--- src/rtl/apb_pkg.sv ---
// Shared types and default widths for the APB requester-side controller.
package apb_pkg;

  // Transfer sequencing states of the requester.
  typedef enum logic [1:0] {
    IDLE,
    SETUP,
    ACCESS,
    RESP
  } apb_state_e;

  localparam int unsigned APB_ADDWIDTH  = 8;
  localparam int unsigned APB_DATAWIDTH = 32;

endpackage

--- src/rtl/apb_slave_decode.sv ---
// Completer decode: turns a slave-select field into a one-hot PSEL vector
// with an in-range flag, and muxes PREADY/PRDATA of the active completer.
module apb_slave_decode
  import apb_pkg::*;
#(
  parameter int unsigned NSLV      = 2,
  parameter int unsigned SELW      = 1,
  parameter int unsigned DATAWIDTH = APB_DATAWIDTH
) (
  input  logic [SELW-1:0]           cmd_sel,
  input  logic [SELW-1:0]           bus_sel,
  input  logic [NSLV-1:0]           pready,
  input  logic [NSLV*DATAWIDTH-1:0] prdata,
  output logic [NSLV-1:0]           psel_onehot,
  output logic                      in_range,
  output logic                      pready_sel,
  output logic [DATAWIDTH-1:0]      prdata_sel
);

  // Decode the incoming select and mux the return path of the latched one;
  // responses from any other completer never reach the requester.
  always_comb begin
    psel_onehot = '0;
    pready_sel  = 1'b0;
    prdata_sel  = '0;
    in_range    = (32'(cmd_sel) < NSLV);
    for (int unsigned i = 0; i < NSLV; i++) begin
      if (32'(cmd_sel) == i) begin
        psel_onehot[i] = 1'b1;
      end
      if (32'(bus_sel) == i) begin
        pready_sel = pready[i];
        prdata_sel = prdata[i*DATAWIDTH +: DATAWIDTH];
      end
    end
  end

endmodule

--- src/rtl/apb_master_ctrl.sv ---
// APB requester controller: accepts single commands over valid/ready,
// runs the SETUP/ACCESS phases on one decoded completer with a PREADY
// timeout, and returns read data or an error over valid/ready.
module apb_master_ctrl
  import apb_pkg::*;
#(
  parameter int unsigned ADDWIDTH  = APB_ADDWIDTH,
  parameter int unsigned DATAWIDTH = APB_DATAWIDTH,
  parameter int unsigned NSLV      = 2,
  parameter int unsigned SELW      = 1,
  parameter int unsigned TIMEOUT   = 16
) (
  input  logic                      PCLK,
  input  logic                      PRESETn,
  input  logic                      cmd_valid,
  output logic                      cmd_ready,
  input  logic                      cmd_write,
  input  logic [SELW+ADDWIDTH-1:0]  cmd_addr,
  input  logic [DATAWIDTH-1:0]      cmd_wdata,
  input  logic [DATAWIDTH/8-1:0]    cmd_strb,
  output logic                      rsp_valid,
  input  logic                      rsp_ready,
  output logic [DATAWIDTH-1:0]      rsp_rdata,
  output logic                      rsp_err,
  output logic [NSLV-1:0]           PSEL,
  output logic                      PENABLE,
  output logic                      PWRITE,
  output logic [ADDWIDTH-1:0]       PADDR,
  output logic [DATAWIDTH-1:0]      PWDATA,
  output logic [DATAWIDTH/8-1:0]    PSTRB,
  input  logic [NSLV-1:0]           PREADY,
  input  logic [NSLV*DATAWIDTH-1:0] PRDATA
);

  localparam int unsigned   CW       = $clog2(TIMEOUT) + 1;
  localparam logic [CW-1:0] CNT_LAST = CW'(TIMEOUT - 1);
  localparam logic [CW-1:0] CNT_MAX  = '1;

  apb_state_e           state;
  logic [CW-1:0]        cnt;
  logic [SELW-1:0]      sel_q;
  logic [SELW-1:0]      cmd_sel;
  logic [NSLV-1:0]      sel_onehot;
  logic                 sel_ok;
  logic                 bus_ready;
  logic [DATAWIDTH-1:0] bus_rdata;

  assign cmd_sel   = cmd_addr[SELW+ADDWIDTH-1 -: SELW];
  assign cmd_ready = (state == IDLE);

  apb_slave_decode #(
    .NSLV      (NSLV),
    .SELW      (SELW),
    .DATAWIDTH (DATAWIDTH)
  ) u_decode (
    .cmd_sel     (cmd_sel),
    .bus_sel     (sel_q),
    .pready      (PREADY),
    .prdata      (PRDATA),
    .psel_onehot (sel_onehot),
    .in_range    (sel_ok),
    .pready_sel  (bus_ready),
    .prdata_sel  (bus_rdata)
  );

  // Transfer FSM with registered APB and response outputs.
  always_ff @(posedge PCLK) begin
    if (!PRESETn) begin
      state     <= IDLE;
      PSEL      <= '0;
      PENABLE   <= 1'b0;
      PWRITE    <= 1'b0;
      PADDR     <= '0;
      PWDATA    <= '0;
      PSTRB     <= '0;
      rsp_valid <= 1'b0;
      rsp_rdata <= '0;
      rsp_err   <= 1'b0;
      cnt       <= '0;
      sel_q     <= '0;
    end else begin
      case (state)
        IDLE: begin
          if (cmd_valid) begin
            PWRITE <= cmd_write;
            PADDR  <= cmd_addr[ADDWIDTH-1:0];
            PWDATA <= cmd_wdata;
            PSTRB  <= cmd_write ? cmd_strb : '0;
            sel_q  <= cmd_sel;
            if (sel_ok) begin
              PSEL    <= sel_onehot;
              PENABLE <= 1'b0;
              state   <= SETUP;
            end else begin
              // No completer behind this select: answer without a bus cycle.
              rsp_err   <= 1'b1;
              rsp_rdata <= '0;
              rsp_valid <= 1'b1;
              state     <= RESP;
            end
          end
        end
        SETUP: begin
          PENABLE <= 1'b1;
          cnt     <= '0;
          state   <= ACCESS;
        end
        ACCESS: begin
          if (bus_ready) begin
            rsp_rdata <= PWRITE ? '0 : bus_rdata;
            rsp_err   <= 1'b0;
            PSEL      <= '0;
            PENABLE   <= 1'b0;
            rsp_valid <= 1'b1;
            state     <= RESP;
          end else begin
            if (cnt != CNT_MAX) begin
              cnt <= cnt + 1'b1;
            end
            if (cnt == CNT_LAST) begin
              PSEL      <= '0;
              PENABLE   <= 1'b0;
              rsp_err   <= 1'b1;
              rsp_rdata <= '0;
              rsp_valid <= 1'b1;
              state     <= RESP;
            end
          end
        end
        RESP: begin
          if (rsp_ready) begin
            rsp_valid <= 1'b0;
            state     <= IDLE;
          end
        end
        default: state <= IDLE;
      endcase
    end
  end

endmodule
--- config.mk ---
export PLATFORM = sky130hd
export DESIGN_NAME = apb_master_ctrl
export DESIGN_NICKNAME = d
export VERILOG_FILES = /design/src/rtl/apb_pkg.sv /design/src/rtl/apb_slave_decode.sv /design/src/rtl/apb_master_ctrl.sv
export SDC_FILE = /design/constraint.sdc
export NUM_CORES = 1
export LEC_CHECK = 0
export BUFFER_PORTS_ARGS = -buffer_cell sky130_fd_sc_hd__buf_2
export CAP_MARGIN = 20
export CORE_ASPECT_RATIO = 1.75
export CORE_UTILIZATION = 47
export CTS_BUF_LIST = sky130_fd_sc_hd__clkbuf_16
export DETAILED_ROUTE_END_ITERATION = 12
export GPL_TIMING_DRIVEN = 0
export PLACE_DENSITY = 0.81
export SYNTH_ARGS = -nofsm -noshare
export SYNTH_HDL_FRONTEND = slang
export SYNTH_SLANG_ARGS = --single-unit
export TNS_END_PERCENT = 50
--- constraint.sdc ---
create_clock -name PCLK -period 1.96 [get_ports PCLK]
set_input_delay 0.098 -clock PCLK [delete_from_list [all_inputs] [get_ports PCLK]]
set_output_delay 0.098 -clock PCLK [all_outputs]
set_load 0.02 [all_outputs]
Yosys cells after proc, flatten, opt, wreduce, memory -nomap -nowiden
Index checks and enable logic that the tools add are counted.
{"block": "word_totals", "reg_bits": 90, "latchBits": 0, "mem_bits_rw": 0, "mem_bits_ro": 0, "out_inout_bits": 83, "word_cells": 65, "n_memories": 0}
{"block": "classes", "n_addsub": 1, "multipliers": 0, "div_mod_pow": 0, "magnitude_cmp": 0, "eq_ne": 10, "shifts": 0, "n_mux": 29, "bitwise_logic": 0, "n_reduce_logical": 13}
{"op": "$mux 32", "count": 4}
{"op": "$reduce_and 3->1", "count": 5}
{"op": "$mux 2", "count": 7}
{"op": "$mux 1", "count": 10}
{"op": "$mux 5", "count": 2}
{"op": "$pmux 5 s2", "count": 1}
{"op": "$ne 2x2->1 const B", "count": 4}
{"op": "$pmux 2 s4", "count": 1}
{"op": "$reduce_bool 2->1", "count": 4}
{"op": "$add 5x1->5 const B", "count": 1}
{"op": "$eq 5x4->1 const B", "count": 1}
{"op": "$ne 5x5->1 const B", "count": 1}
{"op": "$eq 2x2->1 const B", "count": 2}
{"op": "$mux 4", "count": 1}
{"op": "$pmux 2 s2", "count": 1}
{"op": "$reduce_and 2->1", "count": 2}
{"op": "$ne 3x3->1 const B", "count": 1}
{"op": "$pmux 1 s3", "count": 1}
{"op": "$reduce_bool 3->1", "count": 1}
{"op": "$eq 2x1->1 const B", "count": 1}
{"op": "$logic_not 2->1", "count": 1}
{"op": "$pmux 1 s2", "count": 1}

Longest topological paths before layout
{"block": "depth", "depth_word": 4, "depth_mapped": 7}

By module
From an unflattened synthesis, not the netlist that was laid out.
{"block": "hier_totals", "cells_unflattened": 467, "hier_area_um2": 4140.2}
{"mod": "apb_master_ctrl", "n_inst": 1, "cells_per_inst": 426, "area_each_um2": 3562.2, "seq_area_each_um2": 1801.7}
{"mod": "apb_slave_decode", "n_inst": 1, "cells_per_inst": 41, "area_each_um2": 578.1, "seq_area_each_um2": 0.0}

Least setup slack after synthesis
No wires, ideal clock.
{"block": "synth_timing", "kind": "flip-flop to flip-flop", "start": "register cnt[0]", "end": "register rsp_rdata[0]", "arrival_ps": 1674, "slack_ps": 166, "stages_incl_launch_ff": 8, "synth_period_minus_slack_ps": 1794, "cell_sequence": "dfxtp_1 > ha_1 > and3_1 > ha_1 > clkbuf_1 > clkbuf_1 > nor3b_1 > o31a_1"}
{"block": "synth_via", "elab_chain_cells": 3}
{"item": "start: declaration", "line_no": "apb_master_ctrl.sv:40", "source": "logic [CW-1:0] cnt;"}
{"item": "start signal: assignment", "line_no": "apb_master_ctrl.sv:118", "source": "cnt <= cnt + 1'b1;"}
{"item": "$eq 5x4->1", "line_no": "apb_master_ctrl.sv:120", "source": "if (cnt == CNT_LAST) begin"}
{"item": "$reduce_bool 2->1 (no source line)"}
{"item": "$reduce_and 2->1 (no source line)"}
{"item": "end signal: assignment", "line_no": "apb_master_ctrl.sv:110", "source": "rsp_rdata <= PWRITE ? '0 : bus_rdata;"}
{"item": "end: declaration", "line_no": "apb_master_ctrl.sv:23", "source": "output logic [DATAWIDTH-1:0] rsp_rdata,"}
Every way passes these cells.
A chain may end at the register's enable or synchronous reset.

Worst setup path after layout
{"block": "layout_timing", "start": "register state[0]", "end": "register rsp_rdata[18]"}
{"block": "layout_via", "elab_chain_cells": 2}
{"item": "start: declaration", "line_no": "apb_master_ctrl.sv:39", "source": "apb_state_e state;"}
{"item": "start signal: assignment", "line_no": "apb_master_ctrl.sv:69", "source": "state <= IDLE;"}
{"item": "start signal: assignment", "line_no": "apb_master_ctrl.sv:93", "source": "state <= SETUP;"}
{"item": "start signal: assignment", "line_no": "apb_master_ctrl.sv:99", "source": "state <= RESP;"}
{"item": "$eq 2x2->1", "line_no": "apb_master_ctrl.sv:82", "source": "case (state)"}
{"item": "$reduce_and 2->1 (no source line)"}
Every way passes these cells.

==> results.json <==
{
  "required_ps": 2180,
  "fmaxAchievable_ghz": 0.545,
  "coreArea_sq_um": 8730,
  "antenna_found_initial": 0,
  "powerDensity_nw_per_um2": 1170,
  "finalHoldViolCount": 0,
  "crit_path_cell_trace": "inv_1, ha_1, nand2b_1, clkbuf_2, nor3_1, o31a_1",
  "start_util_pct": 48.5,
  "leakage_uw": 0.00274,
  "syn_nets": 622,
  "wl_per_cell_um": 15.0,
  "synth_top_area_cell": "dfxtp_1",
  "ir_drop_v": 0.000723,
  "p_sw_share_pct": 36.9,
  "whs_ps": 3.45,
  "globalRouteMet1Util_pct": 26.7,
  "period_needed_ps": 1840,
  "clock_path_buffers": 2,
  "fin_setup_tns_ps": 0,
  "die_area_sq_um": 9410,
  "pwr-share-comb_pct": 38.3,
  "place_ws_ps": -183,
  "synth_top_area_share_pct": 42.6,
  "async_flop_share_pct": 0,
  "yosysMostFrequentCell": "nand2_1",
  "synth_seq_cells": 90,
  "cp_num_buf_inv": 2,
  "finalSetupViolCount": 0,
  "drt-initial-drc-count": 196,
  "nNetsFinal": 857,
  "dp.cells": 812,
  "clock-sinks": 90,
  "drc": 0,
  "netlist_instances": 498,
  "netlist_area_sq_um": 4230,
  "die_h_um": 128,
  "finalClockSkew_ps": 5.69,
  "path_clk_slew_ps": 60,
  "fin_cells": 855,
  "timing.slew.headroom_pct": 65.3,
  "place.detailed.hpwl_um": 9290,
  "firstDrtPassIters": 5,
  "clockPowerShare_pct": 27.6,
  "synth_edf_count": 0,
  "numCtsBuffers": 9,
  "cp_max_fo": 10,
  "io_pins": 199,
  "seqPwrFrac_pct": 34.1,
  "synth-seq-area-share_pct": 42.6,
  "grt_pass1_wl_um": 19900,
  "cp.arrival_ps": 2060,
  "wirelength_um": 12800,
  "critPathSlowestCell": "dfxtp_1",
  "status": "completed",
  "synth.area.top_cells": "dfxtp_1 43%, mux2i_1 9.0%, nand2_1 8.6%",
  "grt_pass1_vias": 4474,
  "start_kind": "register",
  "grt_util_met2_pct": 52.0,
  "busiest_layer": "met2",
  "n_antenna_cell": 0,
  "syn_area_per_cell_sq_um": 8.50,
  "cts_tree": "yes",
  "port_buffers": 197,
  "die_w_um": 73.8,
  "hold_path.class": "in2reg",
  "worst_pin_slew_ps": 521,
  "max_cap_violations": 0,
  "ys.flop_type": "dfxtp_1",
  "period_share_pct": 93.7,
  "switching_power_uw": 2600,
  "report.final.slew_viol_count": 0,
  "cp_top_family": "flip-flops",
  "p_int_uw": 4450,
  "grt-ovfl-total": 0,
  "clk_latency_ps": 340,
  "path_class": "reg2reg",
  "grt_util_met3_pct": 5.91,
  "grt_max_degree": 15,
  "syn_to_final_growth_pct": 42.1,
  "fin_ws_ps": 124,
  "place.gp.congestion": 0.865,
  "cts-root-buf": "clkbuf_16",
  "placementRows": 45,
  "htreeDepth": 3,
  "synth_commonest_cells": "97 x nand2_1, 90 x dfxtp_1, 52 x a21oi_1",
  "slowest_delay_ps": 420,
  "synth_cell_type_count": 30,
  "yosysWarnings": 0,
  "endpoint_kind": "register",
  "grt_use_total_pct": 27.0,
  "fin_util_pct": 68.9,
  "antenna_left": 0,
  "drive_above_1_share_pct": 32.4,
  "vias": 4541,
  "avgViaCountPerCell": 5.31
}
## worst paths after layout
path / depth (start not counted) / slack, ps / startpoint / to
max: 6 / 120 / state[0] / rsp_rdata[18]
min: 3 / 3 / cmd_addr[6] / PADDR[6]
max reg2reg: 6 / 120 / state[0] / rsp_rdata[18]
min reg2reg: 2 / 450 / PWDATA[24] / PWDATA[24]
## sequential cells by signal, indices dropped and copies added (netlist names), 2 cells and up
register   count
cnt            5
PADDR          8
PSEL           2
PWDATA        32
rsp_rdata     32
state          2
PSTRB          4
## cell families after synthesis
kind of cell,Yosys count,synth area share [%]
flops,90,42.6
fa+ha+maj,8,2.36
mux,39,9.34
compound gates,95,14.8
buf+inv,47,4.55
simple gates,219,26.4
## area by class of cell
type | instances | area (sq um)
clock buffer | 9 | 225
clock inverter | 7 | 109
timing repair buffer | 226 | 1280
sequential | 90 | 1800
fill | 675 | 2710
inverter | 5 | 18.8
buffer | 40 | 184
multi-input combinational | 361 | 2250
tap | 117 | 146
## layout by cell type, fill, tap and decap left out, types with 2 or more instances in the layout
cell           count
clkbuf_1          15
nand2_1           97
a211oi_1           3
or3_1              4
buf_2            204
buf_1              3
ha_1               7
a21oi_1           52
inv_1              6
clkinv_2           3
nand3b_1           2
dfxtp_1           90
nor3_1            32
nor2b_1           36
mux2i_1           38
dlygate4sd3_1     29
nand2b_1           2
o31a_1            32
o211ai_1           3
clkbuf_16          9
nor3b_1           32
clkbuf_2          14
bufinv_16          3
nand3_1            8
## metal layers
metal	vias to the layer above	part of all wire, %
met4	0	2.2
met1	2090	37
met2	223	53
met3	27	7.5
li1	2201	-
met5	-	0
## per-stage QoR
stage	area, sq um	total power, uW
global route	6010	7440
floorplan	4230	4180
CTS	5990	7030
finish	6010	7050
detailed placement	5370	5040
global placement	5370	4950
## repair_timing
action,in CTS,in global routing
buffers inserted,0,0
endpoints found under the setup margin,60,81
hold buffers,29,0
gates resized for setup,6,20
endpoints found under the hold margin,29,0
pin swaps,0,0
## tightest hold or removal path, cell delays in order
cell,delay (ps)
buf_2,100
nand2_1,50
a21oi_1,50
## power groups by stage
stage,registers (uW),logic (uW),clock network (uW)
finish,2410,2700,1940
global route,2450,2950,2040
CTS,2400,2670,1960
detailed placement,2430,2610,0
global placement,2410,2540,0
floorplan,2810,1370,0
Power figures use the tool's default switching activity.
